<file path="config.mk">
export PLATFORM = sky130hd
export DESIGN_NAME = mem_stall_ctrl
export DESIGN_NICKNAME = d
export VERILOG_FILES = /design/src/rtl/mem_stall_ctrl.sv
export SDC_FILE = /design/constraint.sdc
export NUM_CORES = 1
export LEC_CHECK = 0
export CAP_MARGIN = 20
export CELL_PAD_IN_SITES_DETAIL_PLACEMENT = 1
export CELL_PAD_IN_SITES_GLOBAL_PLACEMENT = 2
export CORE_MARGIN = 2
export CORE_UTILIZATION = 23
export CTS_CLUSTER_SIZE = 24
export DETAILED_ROUTE_END_ITERATION = 12
export GPL_TIMING_DRIVEN = 1
export PLACE_DENSITY_LB_ADDON = 0.1
export SLEW_MARGIN = 0
export SYNTH_ARGS = -nofsm -noshare
export SYNTH_HDL_FRONTEND = slang
export SYNTH_SLANG_ARGS = --single-unit
</file>
<file path="constraint.sdc">
create_clock -name clk -period 5.3 [get_ports clk]
set_input_delay 1.06 -clock clk [delete_from_list [all_inputs] [get_ports clk]]
set_output_delay 1.06 -clock clk [all_outputs]
set_load 0.02 [all_outputs]
</file>
<file path="src/rtl/mem_stall_ctrl.sv">
// mem_stall_ctrl: MEM-stage data-memory access controller for the RV32I pipeline.
// Turns single-cycle load/store requests into a req/ack transaction with a
// variable-latency backing memory and raises StallM while the access is pending.
// Optional last-read buffer: define MEM_STALL_LASTREAD_BUF_EN to enable a
// one-entry cache of the last completed load (hits complete with no stall).
module mem_stall_ctrl #(
    parameter int ADDR_WIDTH     = 32,
    parameter int DATA_WIDTH     = 32,
    parameter int TIMEOUT_CYCLES = 255
) (
    input  logic                  clk,
    input  logic                  rst,
    input  logic                  MemReadM,
    input  logic                  MemWriteM,
    input  logic [ADDR_WIDTH-1:0] AddrM,
    input  logic [DATA_WIDTH-1:0] WriteDataM,
    input  logic [3:0]            ByteEnM,
    output logic [DATA_WIDTH-1:0] ReadDataM,
    output logic                  StallM,
    output logic                  ErrorM,
    output logic                  MemReq,
    output logic                  MemWe,
    output logic [ADDR_WIDTH-1:0] MemAddr,
    output logic [DATA_WIDTH-1:0] MemWData,
    output logic [3:0]            MemBe,
    input  logic                  MemAck,
    input  logic [DATA_WIDTH-1:0] MemRData
);

    localparam int CNT_W = $clog2(TIMEOUT_CYCLES + 1);
    localparam logic [CNT_W-1:0] CNT_LAST = CNT_W'(TIMEOUT_CYCLES - 1);

    typedef enum logic [1:0] {
        IDLE = 2'd0,
        REQ  = 2'd1,
        DONE = 2'd2
    } state_t;

    state_t                state;
    logic [CNT_W-1:0]      wait_cnt;
    logic [DATA_WIDTH-1:0] rdata_q;
    logic                  access;
    logic                  hit;
    logic                  timeout;
    logic                  unused_addr_lsb;

    // Memory accesses are word-granular; byte offset is carried by ByteEnM.
    assign unused_addr_lsb = ^AddrM[1:0];

    assign access  = MemReadM | MemWriteM;
    assign timeout = (state == REQ) && !MemAck && (wait_cnt == CNT_LAST);

`ifdef MEM_STALL_LASTREAD_BUF_EN
    logic                  buf_vld;
    logic [ADDR_WIDTH-3:0] buf_addr;
    logic [DATA_WIDTH-1:0] buf_data;

    assign hit = (state == IDLE) && MemReadM && !MemWriteM && buf_vld &&
                 (buf_addr == AddrM[ADDR_WIDTH-1:2]);

    // Hits bypass the registered load data so the pipeline never stalls on them.
    assign ReadDataM = hit ? buf_data : rdata_q;

    // Last-read buffer: fill on load completion, merge matching stores, drop on timeout.
    always_ff @(posedge clk or posedge rst) begin
        if (rst) begin
            buf_vld  <= 1'b0;
            buf_addr <= '0;
            buf_data <= '0;
        end else if (state == REQ) begin
            if (MemAck) begin
                if (!MemWe) begin
                    buf_vld  <= 1'b1;
                    buf_addr <= MemAddr[ADDR_WIDTH-1:2];
                    buf_data <= MemRData;
                end else if (buf_vld && (buf_addr == MemAddr[ADDR_WIDTH-1:2])) begin
                    for (int i = 0; i < 4; i++) begin
                        if (MemBe[i]) buf_data[8*i +: 8] <= MemWData[8*i +: 8];
                    end
                end
            end else if (timeout) begin
                buf_vld <= 1'b0;
            end
        end
    end
`else
    assign hit       = 1'b0;
    assign ReadDataM = rdata_q;
`endif

    // Stall is combinational in IDLE so the hazard unit sees it the cycle the access arrives.
    assign StallM = !rst && ((state == REQ) || ((state == IDLE) && access && !hit));

    // Access FSM with registered memory-side outputs, load data and error pulse.
    always_ff @(posedge clk or posedge rst) begin
        if (rst) begin
            state    <= IDLE;
            wait_cnt <= '0;
            rdata_q  <= '0;
            ErrorM   <= 1'b0;
            MemReq   <= 1'b0;
            MemWe    <= 1'b0;
            MemAddr  <= '0;
            MemWData <= '0;
            MemBe    <= 4'b0000;
        end else begin
            ErrorM <= 1'b0;
            case (state)
                IDLE: begin
                    if (access && !hit) begin
                        // Both read and write set is treated as a store.
                        MemReq   <= 1'b1;
                        MemWe    <= MemWriteM;
                        MemAddr  <= {AddrM[ADDR_WIDTH-1:2], 2'b00};
                        MemWData <= WriteDataM;
                        MemBe    <= ByteEnM;
                        wait_cnt <= '0;
                        state    <= REQ;
                    end else if (hit) begin
                        rdata_q <= ReadDataM;
                    end
                end
                REQ: begin
                    if (MemAck) begin
                        MemReq <= 1'b0;
                        if (!MemWe) rdata_q <= MemRData;
                        state <= DONE;
                    end else if (timeout) begin
                        MemReq  <= 1'b0;
                        rdata_q <= '0;
                        ErrorM  <= 1'b1;
                        state   <= DONE;
                    end else begin
                        wait_cnt <= wait_cnt + 1'b1;
                    end
                end
                DONE: begin
                    // The instruction still sitting in M is the one just completed.
                    state <= IDLE;
                end
                default: begin
                    state <= IDLE;
                end
            endcase
        end
    end

endmodule

</file>
==> impl_metrics.csv <==
group,metric,value,unit
power_and_ir_drop,share_comb_of_total_power,49.2,%
setup_path,crit_path_frequent_cell,"clkdlybuf4s50_1",
sta,rsz0062_at_grt,"no",
power_and_ir_drop,leakagePower,0.00324,µW
synthesis,async_reset_ff_share,100,%
run,drv_cap,0,
floorplan,initial_core_util,23.3,%
floorplan,core-area,0.0186,mm²
clock_tree,cts_root_buf,"clkbuf_16",
setup_path,r2r_start,"wait_cnt[0]$_DFFE_PP0P_",
floorplan,die_area,0.0200,mm²
synthesis,netlist.area_leader.share,63.8,%
sta,finalHoldViolCount,0,
place,hpwlAfterDp,9800,µm
clock_tree,hold_buffers,0,
layout,n_antenna_cell,0,
setup_path,required,4.24,ns
synthesis,yosysMostFrequentCell,"nand2_1",
synthesis,synth_top_flop_cell,"dfrtp_1",
setup_path,cp.arrival,2.47,ns
sta,slew_violations,0,
clock_tree,clock_tree.buffer_depth,2,
power_and_ir_drop,switching_power,1650,µW
sta,fmax,0.284,GHz
sta,fin_crit,3.53,ns
clock_tree,clkSlewWorstSetupHoldPaths,0.07,ns
setup_path,crit_path_end_kind,"output port",
synthesis,syn-cell-area,0.00435,mm²
sta,tns,0,ns
setup_path,crit_fanout,3,
sta,finalSetupViolCount,0,
setup_path,crit_chain,"clkdlybuf4s50_1, o21ai_4, a21oi_1, clkdlybuf4s50_1",
grt,grt_use_total,14.3,%
drt,drc,0,
clock_tree,insertion_delay,0.35,ns
layout,syn2layout_area_growth,59.4,%
place,io_buffers,204,
clock_tree,cts_resized,0,
power_and_ir_drop,power,4220,µW
sta,slew_headroom,46.0,%
synthesis,syn-instance-count,423,
layout,num-fill-cells,2082,
clock_tree,cts_setup_buffers,0,
drt,routed_wl,14000,µm
drt,final_antenna_net_count,0,
power_and_ir_drop,intPower,2570,µW
synthesis,yosysSeqAreaShare,63.8,%
power_and_ir_drop,p_per_area,609,mW/mm²
layout,final_util,37.2,%
power_and_ir_drop,p_clk_share,16.6,%
synthesis,synth_common_cells,"nand2_1 (201), dfrtp_1 (111), a22o_1 (33), buf_2 (8)",
setup_path,cp-start-kind,"input port",
min_path,worstHoldStart,"MemAddr[11]$_DFFE_PP0P_",
layout,area.sequential,0.00278,mm²
layout,final_nets,730,
synthesis,synth_seq_cells,111,
place,gp_congestion,0.710,
power_and_ir_drop,power_switching_share,39.1,%
grt,grt_pass1_wl,22500,µm
sta,whs,0.473,ns
synthesis,avgSynthCellArea,10.3,µm²
drt,dr.pass1.iters,4,
setup_path,critPathMaxStageDelay,0.63,ns
synthesis,synthTopCellsByArea,"dfrtp_1 (64%), nand2_1 (17%), a22o_1 (6.6%)",
grt,grt_overflow,0,
sta,fin_skew,0.00703,ns
drt,drt_iter0_drc,108,
grt,grt_pass1_vias,4136,
synthesis,yosys.area.top_type,"dfrtp_1",
grt,antenna_found_initial,0,
synthesis,ys_types,34,
power_and_ir_drop,vdd_ir_drop_max,0.178,mV
clock_tree,cts_sinks,111,
floorplan,dieWidth,142,µm
min_path,hp-class,"reg2reg",
setup_path,crit_path_start,"MemWriteM",
setup_path,crit_path_top_delay_cell,"clkdlybuf4s50_1",
drt,via_per_inst,4.36,
floorplan,ioPinCount,209,
run_status,outcome,"finished clean",
clock_tree,cts_made_buffers,9,
synthesis,synth_edf_count,0,
setup_path,path_class,"in2out",
drt,detail_route.wl_per_cell,16.2,µm
clock_tree,htreeDepth,3,
sta,worstMarginPinSlew,0.808,ns
layout,multi_input_area,0.00142,mm²
grt,grt_max_degree,70,
power_and_ir_drop,seqPwrFrac,34.2,%
floorplan,dieHeight,142,µm
layout,layout-drive-gt1-share,5.58,%
floorplan,rows,50,
drt,vias,3752,
sta,timing.final.crit_share,66.5,%
clock_tree,cts_tree,"yes",
synthesis,yosysWarnings,0,
==> state kept, by name (all words and copies together), names as in the netlist <==
register and cells:
ErrorM 1, MemReq 1, MemAddr 30, ReadDataM 32, wait_cnt 8, MemWe 1, MemBe 4, state 2
MemWData 32
==> power by group through the flow <==
stage                     combinational (µW)  sequential (µW)  clock, µW
after detailed placement                2100             1460          0
after CTS                               2110             1450        734
after global routing                    2260             1510        760
final                                   2080             1440        700
after floorplan                          618             1890          0
after global placement                  2080             1440          0
==> layout make-up <==
cell class              count  area share, %
repair buffers            211           30.5
clock inverters             3          0.614
well taps                 234           4.22
flip-flops and latches    111           40.1
inverters                   6          0.397
multi-input cells         284           20.5
clock buffers              12           3.70
==> path summary, 6_finish.rpt <==
check,end,slack [ns],cells after the start
min in group asynchronous,MemWData[12]$_DFFE_PP0P_,1.08,2
max in group asynchronous,MemWData[24]$_DFFE_PP0P_,3.25,3
max,StallM,1.77,4
min,MemAddr[11]$_DFFE_PP0P_,0.47,2
max reg2reg,ReadDataM[3]$_DFFE_PP0P_,3.18,7
min reg2reg,MemAddr[11]$_DFFE_PP0P_,0.47,2
==> routing by layer <==
layer	up-vias	global-route usage, %	wire [µm]
met4	0	4.58	178
met2	137	22.9	6210
met3	10	5.43	1360
met1	1840	17.8	6210
met5	-	0	0
li1	1765	-	-
==> cell usage in the layout (no fill, tap or decap), drive strengths merged, types with 2 or more instances in the layout <==
master	synthesis	routed
dfrtp	111	111
nand2b	3	3
nand2	201	201
buf	18	7
o21ai	6	6
a21o	2	2
and3	2	2
conb	1	2
inv	6	6
o221ai	2	2
a21oi	3	3
or3	3	3
clkbuf	5	12
ha	2	2
nor2	6	6
a22o	33	33
clkdlybuf4s50	0	204
nand3	7	7
o22a	2	2
nor3	2	2
==> logic make-up (layout without fill, tap and decap cells) <==
family	Yosys count	after routing	synth area share, %
adders and majority gates	2	2	0.575
and+or+nand+nor	228	228	21.4
AOI/OAI and AO/OA	51	51	9.95
DFF	111	111	63.8
xor gates and xnor gates	1	1	0.201
buffers and inverters	29	232	3.91
other	1	2	0.0862
==> stage by stage <==
| step | area (µm²) | setup WS (ns) | std cells |
|---|---|---|---|
| CTS | 6910 | 1.76 | 860 |
| global route | 6930 | 1.68 | 861 |
| finish | 6930 | 1.77 | 861 |
| global placement | 6600 | 1.79 | 844 |
| detailed placement | 6610 | 1.77 | 845 |
| floorplan | 4350 | 1.31 | 424 |
==> critical path: cells and delay by family <==
kind / cells / cell delay [ns]
buffers and inverters: 2 / 1.18
AO/OA/AOI/OAI: 2 / 0.22
Power figures use the tool's default switching activity.
